--- config.mk ---
export PLATFORM = sky130hd
export DESIGN_NAME = qspi_arb_flat
export DESIGN_NICKNAME = d
export VERILOG_FILES = /design/src/rtl/qspi_pkg.sv /design/src/rtl/qspi_arb_if.sv /design/src/rtl/qspi_arb_pick.sv /design/src/rtl/qspi_arb.sv /design/src/flat_wrapper.sv
export SDC_FILE = /design/constraint.sdc
export NUM_CORES = 1
export LEC_CHECK = 0
export CAP_MARGIN = 20
export CORE_MARGIN = 2
export CORE_UTILIZATION = 43
export CTS_BUF_LIST = sky130_fd_sc_hd__clkbuf_2 sky130_fd_sc_hd__clkbuf_4 sky130_fd_sc_hd__clkbuf_8
export CTS_CLUSTER_SIZE = 16
export DETAILED_ROUTE_END_ITERATION = 6
export PLACE_DENSITY = 0.82
export RECOVER_POWER = 50
export SKIP_LAST_GASP = 1
export SYNTH_ARGS = -nofsm -noshare
export SYNTH_HDL_FRONTEND = slang
export SYNTH_SLANG_ARGS = --single-unit
--- constraint.sdc ---
create_clock -name clk -period 2.2 [get_ports clk]
set_input_delay 0.66 -clock clk [delete_from_list [all_inputs] [get_ports clk]]
set_output_delay 0.66 -clock clk [all_outputs]
set_load 0.02 [all_outputs]
--- src/rtl/qspi_pkg.sv ---
// -----------------------------------------------------------------------------
// qspi_pkg
// Shared types and constants for the QSPI line-transfer arbiter.
//   state_t : arbiter FSM states (IDLE, ISSUE, XFER, GAP)
//   owner_t : which requester currently owns the controller
//   rr_t    : round-robin preference between I-fill and D-fill
//   line_addr_w() : width of a line address for a given PA / line size
// -----------------------------------------------------------------------------
package qspi_pkg;

    localparam int LINE_LENGTH_DEF = 4;
    localparam int PA_DEF          = 24;

    typedef enum logic [1:0] {
        IDLE,
        ISSUE,
        XFER,
        GAP
    } state_t;

    typedef enum logic [1:0] {
        OWN_I,
        OWN_D,
        OWN_WB
    } owner_t;

    typedef enum logic {
        RR_I,
        RR_D
    } rr_t;

    function automatic int line_addr_w(input int pa, input int line_length);
        return pa - $clog2(line_length);
    endfunction

endpackage

--- src/rtl/qspi_arb_if.sv ---
// -----------------------------------------------------------------------------
// qspi_arb_if
// Command / strobe / config-register bus between the arbiter and the QSPI
// line-transfer controller. Nibble data lines are not part of this bus.
//   master : arbiter side  (drives command + register write, sees strobes)
//   slave  : controller side
// Parameter AW : line address width (PA - log2(LINE_LENGTH)).
// -----------------------------------------------------------------------------
interface qspi_arb_if
    import qspi_pkg::*;
#(
    parameter int AW = line_addr_w(PA_DEF, LINE_LENGTH_DEF)
);
    logic          q_req;
    logic          q_i_d;
    logic          q_mem;
    logic          q_write;
    logic [AW-1:0] q_paddr;
    logic          q_wstrobe_i;
    logic          q_wstrobe_d;
    logic          q_rstrobe_d;
    logic [3:0]    q_reg_addr;
    logic [7:0]    q_reg_data;
    logic          q_reg_write;

    modport master (
        output q_req, q_i_d, q_mem, q_write, q_paddr,
        output q_reg_addr, q_reg_data, q_reg_write,
        input  q_wstrobe_i, q_wstrobe_d, q_rstrobe_d
    );

    modport slave (
        input  q_req, q_i_d, q_mem, q_write, q_paddr,
        input  q_reg_addr, q_reg_data, q_reg_write,
        output q_wstrobe_i, q_wstrobe_d, q_rstrobe_d
    );
endinterface

--- src/rtl/qspi_arb_pick.sv ---
// -----------------------------------------------------------------------------
// qspi_arb_pick
// Combinational requester selector.
//   wb_req_i has absolute priority and does not move the round-robin pointer.
//   Between i_req_i and d_req_i the side named by rr_i wins a tie; whichever
//   read side is granted, rr_next_o points at the other side.
// Ports:
//   i_req_i, d_req_i, wb_req_i : request levels
//   rr_i                       : current round-robin preference
//   grant_valid_o              : some requester is selected
//   owner_o                    : selected requester
//   rr_next_o                  : pointer value to store if the grant is taken
// -----------------------------------------------------------------------------
module qspi_arb_pick
    import qspi_pkg::*;
(
    input  logic   i_req_i,
    input  logic   d_req_i,
    input  logic   wb_req_i,
    input  rr_t    rr_i,
    output logic   grant_valid_o,
    output owner_t owner_o,
    output rr_t    rr_next_o
);

    // NOTE: every output gets a default before the if-chain so no path leaves
    // a value unassigned, which would otherwise infer a latch.
    always_comb begin
        grant_valid_o = 1'b1;
        owner_o       = OWN_I;
        rr_next_o     = rr_i;
        if (wb_req_i) begin
            owner_o = OWN_WB;
        end else if (i_req_i && (!d_req_i || rr_i == RR_I)) begin
            owner_o   = OWN_I;
            rr_next_o = RR_D;
        end else if (d_req_i) begin
            owner_o   = OWN_D;
            rr_next_o = RR_I;
        end else begin
            grant_valid_o = 1'b0;
        end
    end

endmodule

--- src/rtl/qspi_arb.sv ---
// -----------------------------------------------------------------------------
// qspi_arb
// Single-owner scheduler in front of the QSPI line-transfer controller.
// Grants one of I-fill / D-fill / writeback, holds the command stable for the
// whole burst, detects completion by counting the owner's nibble strobes
// (the controller has no ack), enforces GAP_CYCLES idle cycles after each
// burst, and defers config-register writes until the arbiter is idle.
//
// Ports:
//   clk, reset                 : clock, synchronous active-high reset
//   i_req/i_mem/i_addr         : I-fill request (level, held until i_done)
//   d_req/d_mem/d_addr         : D-fill request
//   wb_req/wb_mem/wb_addr      : writeback request
//   i_done/d_done/wb_done      : one-cycle completion pulses
//   cfg_addr/cfg_data/cfg_write: config register write (pulse)
//   cfg_busy                   : a config write is pending
//   wp_err                     : sticky flash write-protect error (optional)
//   q                          : controller bus (qspi_arb_if.master)
//
// Optional build macro QSPI_ARB_FLASH_WP_EN: writebacks targeting flash
// (wb_mem=0) are never issued; they complete immediately with wb_done and set
// the sticky wp_err output.
// -----------------------------------------------------------------------------
module qspi_arb
    import qspi_pkg::*;
#(
    parameter int LINE_LENGTH  = LINE_LENGTH_DEF,
    parameter int PA           = PA_DEF,
    parameter int XFER_NIBBLES = 2 * LINE_LENGTH + 1,
    parameter int GAP_CYCLES   = 2,
    localparam int AW          = PA - $clog2(LINE_LENGTH)
) (
    input  logic          clk,
    input  logic          reset,

    input  logic          i_req,
    input  logic          i_mem,
    input  logic [AW-1:0] i_addr,
    input  logic          d_req,
    input  logic          d_mem,
    input  logic [AW-1:0] d_addr,
    input  logic          wb_req,
    input  logic          wb_mem,
    input  logic [AW-1:0] wb_addr,

    output logic          i_done,
    output logic          d_done,
    output logic          wb_done,

    input  logic [3:0]    cfg_addr,
    input  logic [7:0]    cfg_data,
    input  logic          cfg_write,
    output logic          cfg_busy,
`ifdef QSPI_ARB_FLASH_WP_EN
    output logic          wp_err,
`endif
    qspi_arb_if.master    q
);

    localparam int CW = $clog2(XFER_NIBBLES + 1);
    localparam int GW = (GAP_CYCLES > 0) ? $clog2(GAP_CYCLES + 1) : 1;

    state_t        state_q;
    owner_t        owner_q;
    rr_t           rr_q;
    logic [CW-1:0] count_q;
    logic [CW-1:0] count_d;
    logic [GW-1:0] gap_q;

    logic          q_req_q;
    logic          q_i_d_q;
    logic          q_mem_q;
    logic          q_write_q;
    logic [AW-1:0] q_paddr_q;

    logic          i_done_q;
    logic          d_done_q;
    logic          wb_done_q;

    logic          cfg_busy_q;
    logic [3:0]    cfg_addr_q;
    logic [7:0]    cfg_data_q;
    logic [3:0]    q_reg_addr_q;
    logic [7:0]    q_reg_data_q;
    logic          q_reg_write_q;
`ifdef QSPI_ARB_FLASH_WP_EN
    logic          wp_err_q;
`endif

    logic          grant_valid;
    owner_t        grant_owner;
    rr_t           rr_next;
    logic          owner_strobe;

    qspi_arb_pick u_pick (
        .i_req_i       (i_req),
        .d_req_i       (d_req),
        .wb_req_i      (wb_req),
        .rr_i          (rr_q),
        .grant_valid_o (grant_valid),
        .owner_o       (grant_owner),
        .rr_next_o     (rr_next)
    );

    // Only the strobe belonging to the current owner advances the count.
    always_comb begin
        owner_strobe = 1'b0;
        case (owner_q)
            OWN_I:   owner_strobe = q.q_wstrobe_i;
            OWN_D:   owner_strobe = q.q_wstrobe_d;
            OWN_WB:  owner_strobe = q.q_rstrobe_d;
            default: owner_strobe = 1'b0;
        endcase
    end

    assign count_d = count_q + CW'(1);

    // NOTE: all state and registered outputs use non-blocking assignments so
    // every right-hand side reads the pre-edge value of the registers.
    always_ff @(posedge clk) begin
        if (reset) begin
            state_q       <= IDLE;
            owner_q       <= OWN_I;
            rr_q          <= RR_I;
            count_q       <= '0;
            gap_q         <= '0;
            q_req_q       <= 1'b0;
            q_i_d_q       <= 1'b0;
            q_mem_q       <= 1'b0;
            q_write_q     <= 1'b0;
            q_paddr_q     <= '0;
            i_done_q      <= 1'b0;
            d_done_q      <= 1'b0;
            wb_done_q     <= 1'b0;
            cfg_busy_q    <= 1'b0;
            cfg_addr_q    <= '0;
            cfg_data_q    <= '0;
            q_reg_addr_q  <= '0;
            q_reg_data_q  <= '0;
            q_reg_write_q <= 1'b0;
`ifdef QSPI_ARB_FLASH_WP_EN
            wp_err_q      <= 1'b0;
`endif
        end else begin
            i_done_q      <= 1'b0;
            d_done_q      <= 1'b0;
            wb_done_q     <= 1'b0;
            q_reg_write_q <= 1'b0;

            case (state_q)
                IDLE: begin
                    if (cfg_busy_q) begin
                        // Forwarding a config write occupies this IDLE cycle.
                        q_reg_write_q <= 1'b1;
                        q_reg_addr_q  <= cfg_addr_q;
                        q_reg_data_q  <= cfg_data_q;
`ifdef QSPI_ARB_FLASH_WP_EN
                    end else if (grant_valid && grant_owner == OWN_WB && !wb_mem) begin
                        // Refused flash write: complete at once. A one-cycle
                        // GAP keeps the still-asserted wb_req from completing
                        // a second time before the requester sees wb_done.
                        wb_done_q <= 1'b1;
                        wp_err_q  <= 1'b1;
                        gap_q     <= '0;
                        state_q   <= GAP;
`endif
                    end else if (grant_valid) begin
                        owner_q <= grant_owner;
                        rr_q    <= rr_next;
                        q_req_q <= 1'b1;
                        case (grant_owner)
                            OWN_WB: begin
                                q_mem_q   <= wb_mem;
                                q_paddr_q <= wb_addr;
                                q_write_q <= 1'b1;
                                q_i_d_q   <= 1'b0;
                            end
                            OWN_D: begin
                                q_mem_q   <= d_mem;
                                q_paddr_q <= d_addr;
                                q_write_q <= 1'b0;
                                q_i_d_q   <= 1'b0;
                            end
                            default: begin
                                q_mem_q   <= i_mem;
                                q_paddr_q <= i_addr;
                                q_write_q <= 1'b0;
                                q_i_d_q   <= 1'b1;
                            end
                        endcase
                        state_q <= ISSUE;
                    end
                end

                ISSUE: begin
                    // The first owner strobe doubles as the controller's
                    // acceptance of the command.
                    if (owner_strobe) begin
                        q_req_q <= 1'b0;
                        count_q <= CW'(1);
                        state_q <= XFER;
                    end
                end

                XFER: begin
                    if (owner_strobe) begin
                        count_q <= count_d;
                        if (count_d == CW'(XFER_NIBBLES)) begin
                            case (owner_q)
                                OWN_I:   i_done_q  <= 1'b1;
                                OWN_D:   d_done_q  <= 1'b1;
                                default: wb_done_q <= 1'b1;
                            endcase
                            gap_q   <= GW'(GAP_CYCLES);
                            state_q <= GAP;
                        end
                    end
                end

                GAP: begin
                    if (gap_q <= GW'(1)) begin
                        gap_q   <= '0;
                        state_q <= IDLE;
                    end else begin
                        gap_q <= gap_q - GW'(1);
                    end
                end

                default: state_q <= IDLE;
            endcase

            // A new write always re-arms the latch, even in the cycle the
            // previous one is being forwarded; the last write wins.
            if (cfg_write) begin
                cfg_busy_q <= 1'b1;
                cfg_addr_q <= cfg_addr;
                cfg_data_q <= cfg_data;
            end else if (state_q == IDLE && cfg_busy_q) begin
                cfg_busy_q <= 1'b0;
            end
        end
    end

    assign q.q_req       = q_req_q;
    assign q.q_i_d       = q_i_d_q;
    assign q.q_mem       = q_mem_q;
    assign q.q_write     = q_write_q;
    assign q.q_paddr     = q_paddr_q;
    assign q.q_reg_addr  = q_reg_addr_q;
    assign q.q_reg_data  = q_reg_data_q;
    assign q.q_reg_write = q_reg_write_q;

    assign i_done   = i_done_q;
    assign d_done   = d_done_q;
    assign wb_done  = wb_done_q;
    assign cfg_busy = cfg_busy_q;
`ifdef QSPI_ARB_FLASH_WP_EN
    assign wp_err   = wp_err_q;
`endif

endmodule

--- src/flat_wrapper.sv ---
// flat-port wrapper written by rule: the top's interface ports become plain ports
module qspi_arb_flat import qspi_pkg::*;
#(
    parameter int LINE_LENGTH  = LINE_LENGTH_DEF,
    parameter int PA           = PA_DEF,
    parameter int XFER_NIBBLES = 2 * LINE_LENGTH + 1,
    parameter int GAP_CYCLES   = 2,
    localparam int AW          = PA - $clog2(LINE_LENGTH)
)
  (clk, reset, i_req, i_mem, i_addr, d_req, d_mem, d_addr, wb_req, wb_mem, wb_addr, i_done, d_done, wb_done, cfg_addr, cfg_data, cfg_write, cfg_busy, q_q_req, q_q_i_d, q_q_mem, q_q_write, q_q_paddr, q_q_reg_addr, q_q_reg_data, q_q_reg_write, q_q_wstrobe_i, q_q_wstrobe_d, q_q_rstrobe_d);
  qspi_arb_if #(.AW((22))) q_i ();
  input  logic clk;
  input  logic reset;
  input  logic i_req;
  input  logic i_mem;
  input  logic [AW-1:0] i_addr;
  input  logic d_req;
  input  logic d_mem;
  input  logic [AW-1:0] d_addr;
  input  logic wb_req;
  input  logic wb_mem;
  input  logic [AW-1:0] wb_addr;
  output logic i_done;
  output logic d_done;
  output logic wb_done;
  input  logic [3:0] cfg_addr;
  input  logic [7:0] cfg_data;
  input  logic cfg_write;
  output logic cfg_busy;
  output wire logic [$bits(q_i.q_req)-1:0] q_q_req;
  output wire logic [$bits(q_i.q_i_d)-1:0] q_q_i_d;
  output wire logic [$bits(q_i.q_mem)-1:0] q_q_mem;
  output wire logic [$bits(q_i.q_write)-1:0] q_q_write;
  output wire logic [$bits(q_i.q_paddr)-1:0] q_q_paddr;
  output wire logic [$bits(q_i.q_reg_addr)-1:0] q_q_reg_addr;
  output wire logic [$bits(q_i.q_reg_data)-1:0] q_q_reg_data;
  output wire logic [$bits(q_i.q_reg_write)-1:0] q_q_reg_write;
  input wire logic [$bits(q_i.q_wstrobe_i)-1:0] q_q_wstrobe_i;
  input wire logic [$bits(q_i.q_wstrobe_d)-1:0] q_q_wstrobe_d;
  input wire logic [$bits(q_i.q_rstrobe_d)-1:0] q_q_rstrobe_d;
  assign q_q_req = q_i.q_req;
  assign q_q_i_d = q_i.q_i_d;
  assign q_q_mem = q_i.q_mem;
  assign q_q_write = q_i.q_write;
  assign q_q_paddr = q_i.q_paddr;
  assign q_q_reg_addr = q_i.q_reg_addr;
  assign q_q_reg_data = q_i.q_reg_data;
  assign q_q_reg_write = q_i.q_reg_write;
  assign q_i.q_wstrobe_i = q_q_wstrobe_i;
  assign q_i.q_wstrobe_d = q_q_wstrobe_d;
  assign q_i.q_rstrobe_d = q_q_rstrobe_d;
  qspi_arb #(.LINE_LENGTH(LINE_LENGTH), .PA(PA), .XFER_NIBBLES(XFER_NIBBLES), .GAP_CYCLES(GAP_CYCLES)) u_core (.clk(clk), .reset(reset), .i_req(i_req), .i_mem(i_mem), .i_addr(i_addr), .d_req(d_req), .d_mem(d_mem), .d_addr(d_addr), .wb_req(wb_req), .wb_mem(wb_mem), .wb_addr(wb_addr), .i_done(i_done), .d_done(d_done), .wb_done(wb_done), .cfg_addr(cfg_addr), .cfg_data(cfg_data), .cfg_write(cfg_write), .cfg_busy(cfg_busy), .q(q_i));
endmodule
==> impl_metrics.ini, run 1 <==
[global_route]
antenna_found_initial = 0
grtUsageTotal_pct = 22.38
grt_max_degree = 37
grt_pass1_vias = 2865
grt_pass1_wl_mm = 13.43
grt_overflow = 0

[die]
start_util_pct = 44.04
die_w_um = 87.19
die_area_mm2 = 0.007601
chipHeight_um = 87.19
ios = 133
num_rows = 30
core_mm2 = 0.006756

[placed_design]
dp.final_hpwl_mm = 6.320
port_buffers = 132
place_ws_ns = -0.1021
gp_congestion = 0.8129
place_inst = 558

[clock_network]
cts_root_buf = clkbuf_8
post-cts-setup-buffers = 0
clk_pin_slew_ns = 0.08
htree_levels = 3
cts_buffers = 9
cts_tree = built
clockBufferDepth = 2
insertion_delay_ns = 0.34
hold_buffers = 0
cts.sinks = 66
cts_resized = 0

[yosys]
netlist_area_mm2 = 0.002975
synthesis.nets = 451
ys_warn_count = 0
yosysSeqAreaShare_pct = 44.41
post_synth.cell_area_avg_um2 = 8.381
ys_ff_latch = 66
synthCells = 355
synth_cell_types = 35

[detailed_routing]
routed_wirelength_mm = 8.579
firstDrtPassIters = 4
via_count = 3021
drc = 0
routedWlPerCell_um = 14.95
drtAntennaViolNets = 0
avgViaCountPerCell = 5.263
drt-initial-drc-count = 142

[sta]
fin_crit_sh_pct = 94.07
period_needed_ns = 2.070
relSlewSlack_pct = 38.16
rsz0062_at_grt = no
hold_viol_final = 0
finalWorstSetupSlack_ns = 0.1305
timing.fmax_mhz = 483.2
skew_ns = 0.01147
tightest_slew_ns = 0.9275
finalMaxSlewViolations = 0
finalSetupViolCount = 0

[worst_setup_path]
critPathLaunchType = flop
cp_slowest_cell = clkdlybuf4s50_1
critPathKind = flop to output pin
worstPathMaxFanout = 7
cpPeakStageDelay_ns = 0.64
rr_worst_depth = 7
crit_path_cell_trace = clkdlybuf4s50_1
path_buf_inv = 1
critPathArrivalTime_ns = 1.41
r2r_slack_ns = 0.23
crit_family = buffers and inverters
rr_startpoint = u_core.count_q[0]
timing.rr.end = u_core.gap_q[1]
end_kind = output pin
required_ns = 1.54

[final_layout]
drive_above_1_share_pct = 7.287
fin_nets = 585
stdcell_count = 574
n_antenna_cell = 0
postLayoutCoreUtil_pct = 68.76
area_growth_pct = 56.14

[flow_run]
max-cap-violations = 0

[min_path]
hold_path_end = u_core.q.q_reg_addr[0]
hold_class = flop to flop
min_from = u_core.q.q_reg_addr[0]
hold_depth = 2

[status]
status = finished clean

[power]
irDropWorstVdd_mv = 0.5417
power_density_mw_per_mm2 = 924.8
leakage_uw = 0.001809
power_uw = 4296
## flip-flops by register name, summed over array words and instances (netlist names)
register	cells
u_core.cfg_addr_q	4
u_core.cfg_busy	1
u_core.cfg_data_q	8
u_core.count_q	4
u_core.d_done	1
u_core.gap_q	2
u_core.i_done	1
u_core.owner_q	2
u_core.q.q_i_d	1
u_core.q.q_mem	1
u_core.q.q_paddr	22
u_core.q.q_reg_addr	4
u_core.q.q_reg_data	8
u_core.q.q_reg_write	1
u_core.q.q_req	1
u_core.q.q_write	1
u_core.rr_q	1
u_core.state_q	2
u_core.wb_done	1
## Yosys cell counts
cell type / instances / area, um^2
nand2_1: 73 / 274.0
dfxtp_1: 66 / 1321
a21oi_1: 40 / 200.2
nor2_1: 38 / 142.6
mux2i_1: 32 / 320.3
o211ai_1: 18 / 135.1
clkbuf_1: 12 / 45.04
buf_2: 9 / 45.04
inv_1: 9 / 33.78
a211oi_1: 6 / 45.04
ha_1: 6 / 75.07
a222oi_1: 5 / 50.05
nand2b_1: 5 / 31.28
nor3_1: 5 / 25.02
a22oi_1: 4 / 30.03
o21ai_0: 4 / 20.02
buf_1: 3 / 11.26
a21o_1: 2 / 15.01
nand3b_1: 2 / 15.01
a211o_1: 1 / 8.760
a21boi_0: 1 / 7.510
a21boi_1: 1 / 7.510
a221oi_2: 1 / 15.01
a22o_1: 1 / 8.760
and2_1: 1 / 6.260
nand3_1: 1 / 5.000
nand4_1: 1 / 6.260
nor2b_1: 1 / 6.260
nor3b_2: 1 / 12.51
o21ai_2: 1 / 8.760
o221ai_2: 1 / 15.01
o22ai_1: 1 / 6.260
o311ai_0: 1 / 8.760
or2_2: 1 / 6.260
or4_4: 1 / 11.26
## cell type report
class | count | area, um^2
clock buffer | 9 | 123.9
clock inverter | 7 | 117.6
fill | 558 | 2111
inverter | 9 | 33.78
multi-input combinational | 256 | 1521
sequential | 66 | 1321
tap | 80 | 100.1
timing repair buffer | 147 | 1428
## kinds of logic after synthesis
group,Yosys count,share of synthesized area (%)
AO/OA/AOI/OAI,88,19.55
buffers and inverters,33,4.541
multiplexers,32,10.77
flip-flops,66,44.41
AND/OR/NAND/NOR,130,18.21
adder cells (fa/ha/maj),6,2.523
## report_power, final
| part | switching, uW | internal, uW | leakage (uW) |
|---|---|---|---|
| clock network | 487 | 752 | 0.000123 |
| registers | 115 | 1380 | 0.000541 |
| logic | 846 | 716 | 0.00114 |
## per-stage QoR
step	hold WS [ns]	cell area (um^2)	setup TNS (ns)
after global placement	0.4350	4431	-0.02553
final	0.4547	4646	0
after CTS	0.4566	4672	0
after detailed placement	0.4459	4431	-0.4821
after floorplan	0.4312	2975	0
after global routing	0.4671	4646	0
## layout by cell type, fill, tap and decap left out, types with 6 or more instances in the layout
cell,n
o211ai_1,18
clkbuf_8,9
a211oi_1,6
nor2_1,37
clkdlybuf4s50_1,127
a21oi_1,40
dfxtp_1,66
ha_1,6
inv_1,9
buf_4,10
nand2_1,73
mux2i_1,32
## worst max-delay path by stage
stage / cells after the start / end / slack, ns / from
2_1_floorplan: 6 / u_core.count_q[3] / 0.49 / q_q_wstrobe_d
3_3_place_gp: 7 / u_core.count_q[3] / -0.03 / q_q_wstrobe_d
3_5_place_dp: 7 / u_core.count_q[3] / -0.10 / q_q_wstrobe_d
4_1_cts: 1 / cfg_busy / 0.11 / u_core.cfg_busy
5_1_grt: 5 / u_core.q.q_paddr[9] / 0.05 / wb_req
6_report: 1 / cfg_busy / 0.13 / u_core.cfg_busy
## layer usage
| layer | up-vias | wire length (um) | GRT usage (%) |
|---|---|---|---|
| met5 | - | 0 | 0 |
| met4 | 0 | 148 | 8.951 |
| met3 | 13 | 539 | 4.645 |
| met2 | 98 | 4206 | 39.42 |
| met1 | 1400 | 3684 | 26.47 |
| li1 | 1510 | - | - |
No activity file was read; power rests on OpenSTA's default activity.
==> inputs of run 2 (changes only) <==
--- a/config.mk
+++ b/config.mk
@@ -9,8 +9,10 @@
 export CORE_MARGIN = 2
 export CORE_UTILIZATION = 43
 export CTS_BUF_LIST = sky130_fd_sc_hd__clkbuf_2 sky130_fd_sc_hd__clkbuf_4 sky130_fd_sc_hd__clkbuf_8
+export CTS_CLUSTER_DIAMETER = 40
 export CTS_CLUSTER_SIZE = 16
 export DETAILED_ROUTE_END_ITERATION = 6
+export HOLD_SLACK_MARGIN = 0.05
 export PLACE_DENSITY = 0.82
 export RECOVER_POWER = 50
 export SKIP_LAST_GASP = 1
==> results of run 2 <==
No change in the layout: final DEF, timing and power equal those of run 1.
==> inputs of run 3 (changes only) <==
--- a/config.mk
+++ b/config.mk
@@ -7,15 +7,15 @@
 export LEC_CHECK = 0
 export CAP_MARGIN = 20
 export CORE_MARGIN = 2
-export CORE_UTILIZATION = 43
-export CTS_BUF_LIST = sky130_fd_sc_hd__clkbuf_2 sky130_fd_sc_hd__clkbuf_4 sky130_fd_sc_hd__clkbuf_8
+export CORE_UTILIZATION = 42
 export CTS_CLUSTER_DIAMETER = 40
 export CTS_CLUSTER_SIZE = 16
 export DETAILED_ROUTE_END_ITERATION = 6
 export HOLD_SLACK_MARGIN = 0.05
-export PLACE_DENSITY = 0.82
+export PLACE_DENSITY = 0.81
 export RECOVER_POWER = 50
 export SKIP_LAST_GASP = 1
+export SLEW_MARGIN = 20
 export SYNTH_ARGS = -nofsm -noshare
 export SYNTH_HDL_FRONTEND = slang
 export SYNTH_SLANG_ARGS = --single-unit
==> run 3 against run 2 <==
  * First-iteration DRC count is 4.2% higher
  * Count of clock-buffer cells in the layout stayed put
  * Sequential share of layout area is 0.42 points lower
  * Hold slack hardly changed
  * Critical path type unchanged
  * Highest routed layer unchanged
==> impl_metrics.ini, run 3 (synthesized netlist as in run 1, its figures left out) <==
[detailed_routing]
top_layer = met4
wl_met2_mm = 4.045
drtAntennaViolNets = 0
via_count = 2959
routedWlPerCell_um = 14.66
drc = 0
avgViaCountPerCell = 5.024
firstDrtPassIters = 5
wl_met3_um = 677
routed_wirelength_mm = 8.633
drt-initial-drc-count = 148
wl_met1_mm = 3.661

[sta]
finalSetupViolCount = 0
finalWorstSetupSlack_ns = 0.1081
hold_viol_final = 0
period_needed_ns = 2.092
rsz0062_at_grt = no
fin_crit_sh_pct = 95.09
holdWs_ns = 0.4542
finalMaxSlewViolations = 0
tightest_slew_ns = 0.9173
relSlewSlack_pct = 38.85
timing.fmax_mhz = 478.0
skew_ns = 0.005346

[power]
power.internal_uw = 2899
switching_share_pct = 33.46
p_clk_share_pct = 28.9
irDropWorstVdd_mv = 0.4432
power_density_mw_per_mm2 = 924.2
leakage_uw = 0.001816
power_uw = 4357
pwr-share-seq_pct = 34.2
comb_power_share_pct = 36.8
p_switching_uw = 1458

[status]
status = finished clean

[final_layout]
area_growth_pct = 58.45
n_antenna_cell = 0
postLayoutCoreUtil_pct = 69.01
fin_nets = 584
mostFrequentLayoutCell = clkdlybuf4s50_1
regArea_mm2 = 0.001321
drive_above_1_share_pct = 7.099
largest_reg_flops = 22
fill_cells = 590
multi_input_area_mm2 = 0.001515
final_cell_mix = 129 x clkdlybuf4s50_1, 73 x nand2_1, 66 x dfxtp_1

[worst_setup_path]
critPathArrivalTime_ns = 1.43
cp_slowest_cell = clkdlybuf4s50_1
path_buf_inv = 1
critPathKind = flop to output pin
crit_family = buffers and inverters
end_kind = output pin
crit_path_cell_trace = clkdlybuf4s50_1
required_ns = 1.54
cpPeakStageDelay_ns = 0.67
worstPathMaxFanout = 7
critPathLaunchType = flop

[global_route]
antenna_found_initial = 0
grt_pass1_vias = 2791
grt_max_degree = 68
grt_overflow = 0
grtUsageTotal_pct = 21.91
grt_pass1_wl_mm = 13.21

[clock_network]
cts_buffers = 9
clk_pin_slew_ns = 0.08
insertion_delay_ns = 0.34
post-cts-setup-buffers = 0
cts.sinks = 66
cts_tree = built
hold_buffers = 0
htree_levels = 3
cts_root_buf = clkbuf_8
cts_resized = 0
clockBufferDepth = 2

[die]
num_rows = 30
start_util_pct = 43.55
core_mm2 = 0.006832
ios = 133
die_area_mm2 = 0.007773
chipHeight_um = 88.17
die_w_um = 88.17

[placed_design]
dp.final_hpwl_mm = 6.384
place_ws_ns = -0.1168
port_buffers = 132
gp_congestion = 0.7941

[min_path]
hold_class = flop to flop

[flow_run]
max-cap-violations = 0
[run 3: cell count changes in the layout (fill, tap and decap cells not counted), sizes merged]
cell,before,now
dlygate4sd3,4,2
clkdlybuf4s50,127,129
inv,9,11
clkinv,4,2
clkbuf,13,12
[run 3: worst paths after layout]
| check | from | end | slack, ns | depth (start not counted) |
|---|---|---|---|---|
| max reg2reg | u_core.count_q[1] | u_core.d_done | 0.26 | 6 |
| min | u_core.cfg_data_q[3] | u_core.q.q_reg_data[3] | 0.45 | 2 |
| min reg2reg | u_core.cfg_data_q[3] | u_core.q.q_reg_data[3] | 0.45 | 2 |
| max | u_core.cfg_busy | cfg_busy | 0.11 | 1 |
[run 3: tightest hold or removal path: cells and delay by family, from the launching register on]
family	cells	cell delay, ns
flops	1	0.31
simple gates	1	0.05
compound gates	1	0.05
[run 3: area by class of cell]
cell class                 count  share of cell area (%)
sequential                    66                   28.03
timing repair buffer         146                   31.29
tap                           96                   2.548
inverter                       9                  0.7166
multi-input combinational    256                   32.14
clock inverter                 7                   2.654
clock buffer                   9                   2.627
[run 3: through the flow]
stage / instance area (um^2) / std cells / setup TNS, ns
2_1_floorplan: 2975 / 355 / 0
3_3_place_gp: 4481 / 573 / -0.01511
3_5_place_dp: 4481 / 573 / -0.2443
4_1_cts: 4730 / 589 / 0
5_1_grt: 4715 / 589 / 0
6_report: 4715 / 589 / 0
[run 3: per-layer routing]
layer | vias to the layer above | global-route usage [%]
met2 | 116 | 35.34
met3 | 21 | 6.126
met4 | 0 | 10.19
met5 | - | 0
met1 | 1326 | 27.13
li1 | 1496 | -
[run 3: power groups by stage]
stage | sequential [uW] | clock [uW] | combinational (uW)
final | 1490 | 1260 | 1610
after detailed placement | 1520 | 0 | 1620
after global placement | 1510 | 0 | 1580
after global routing | 1520 | 1350 | 1750
after CTS | 1490 | 1280 | 1630
after floorplan | 1670 | 0 | 733
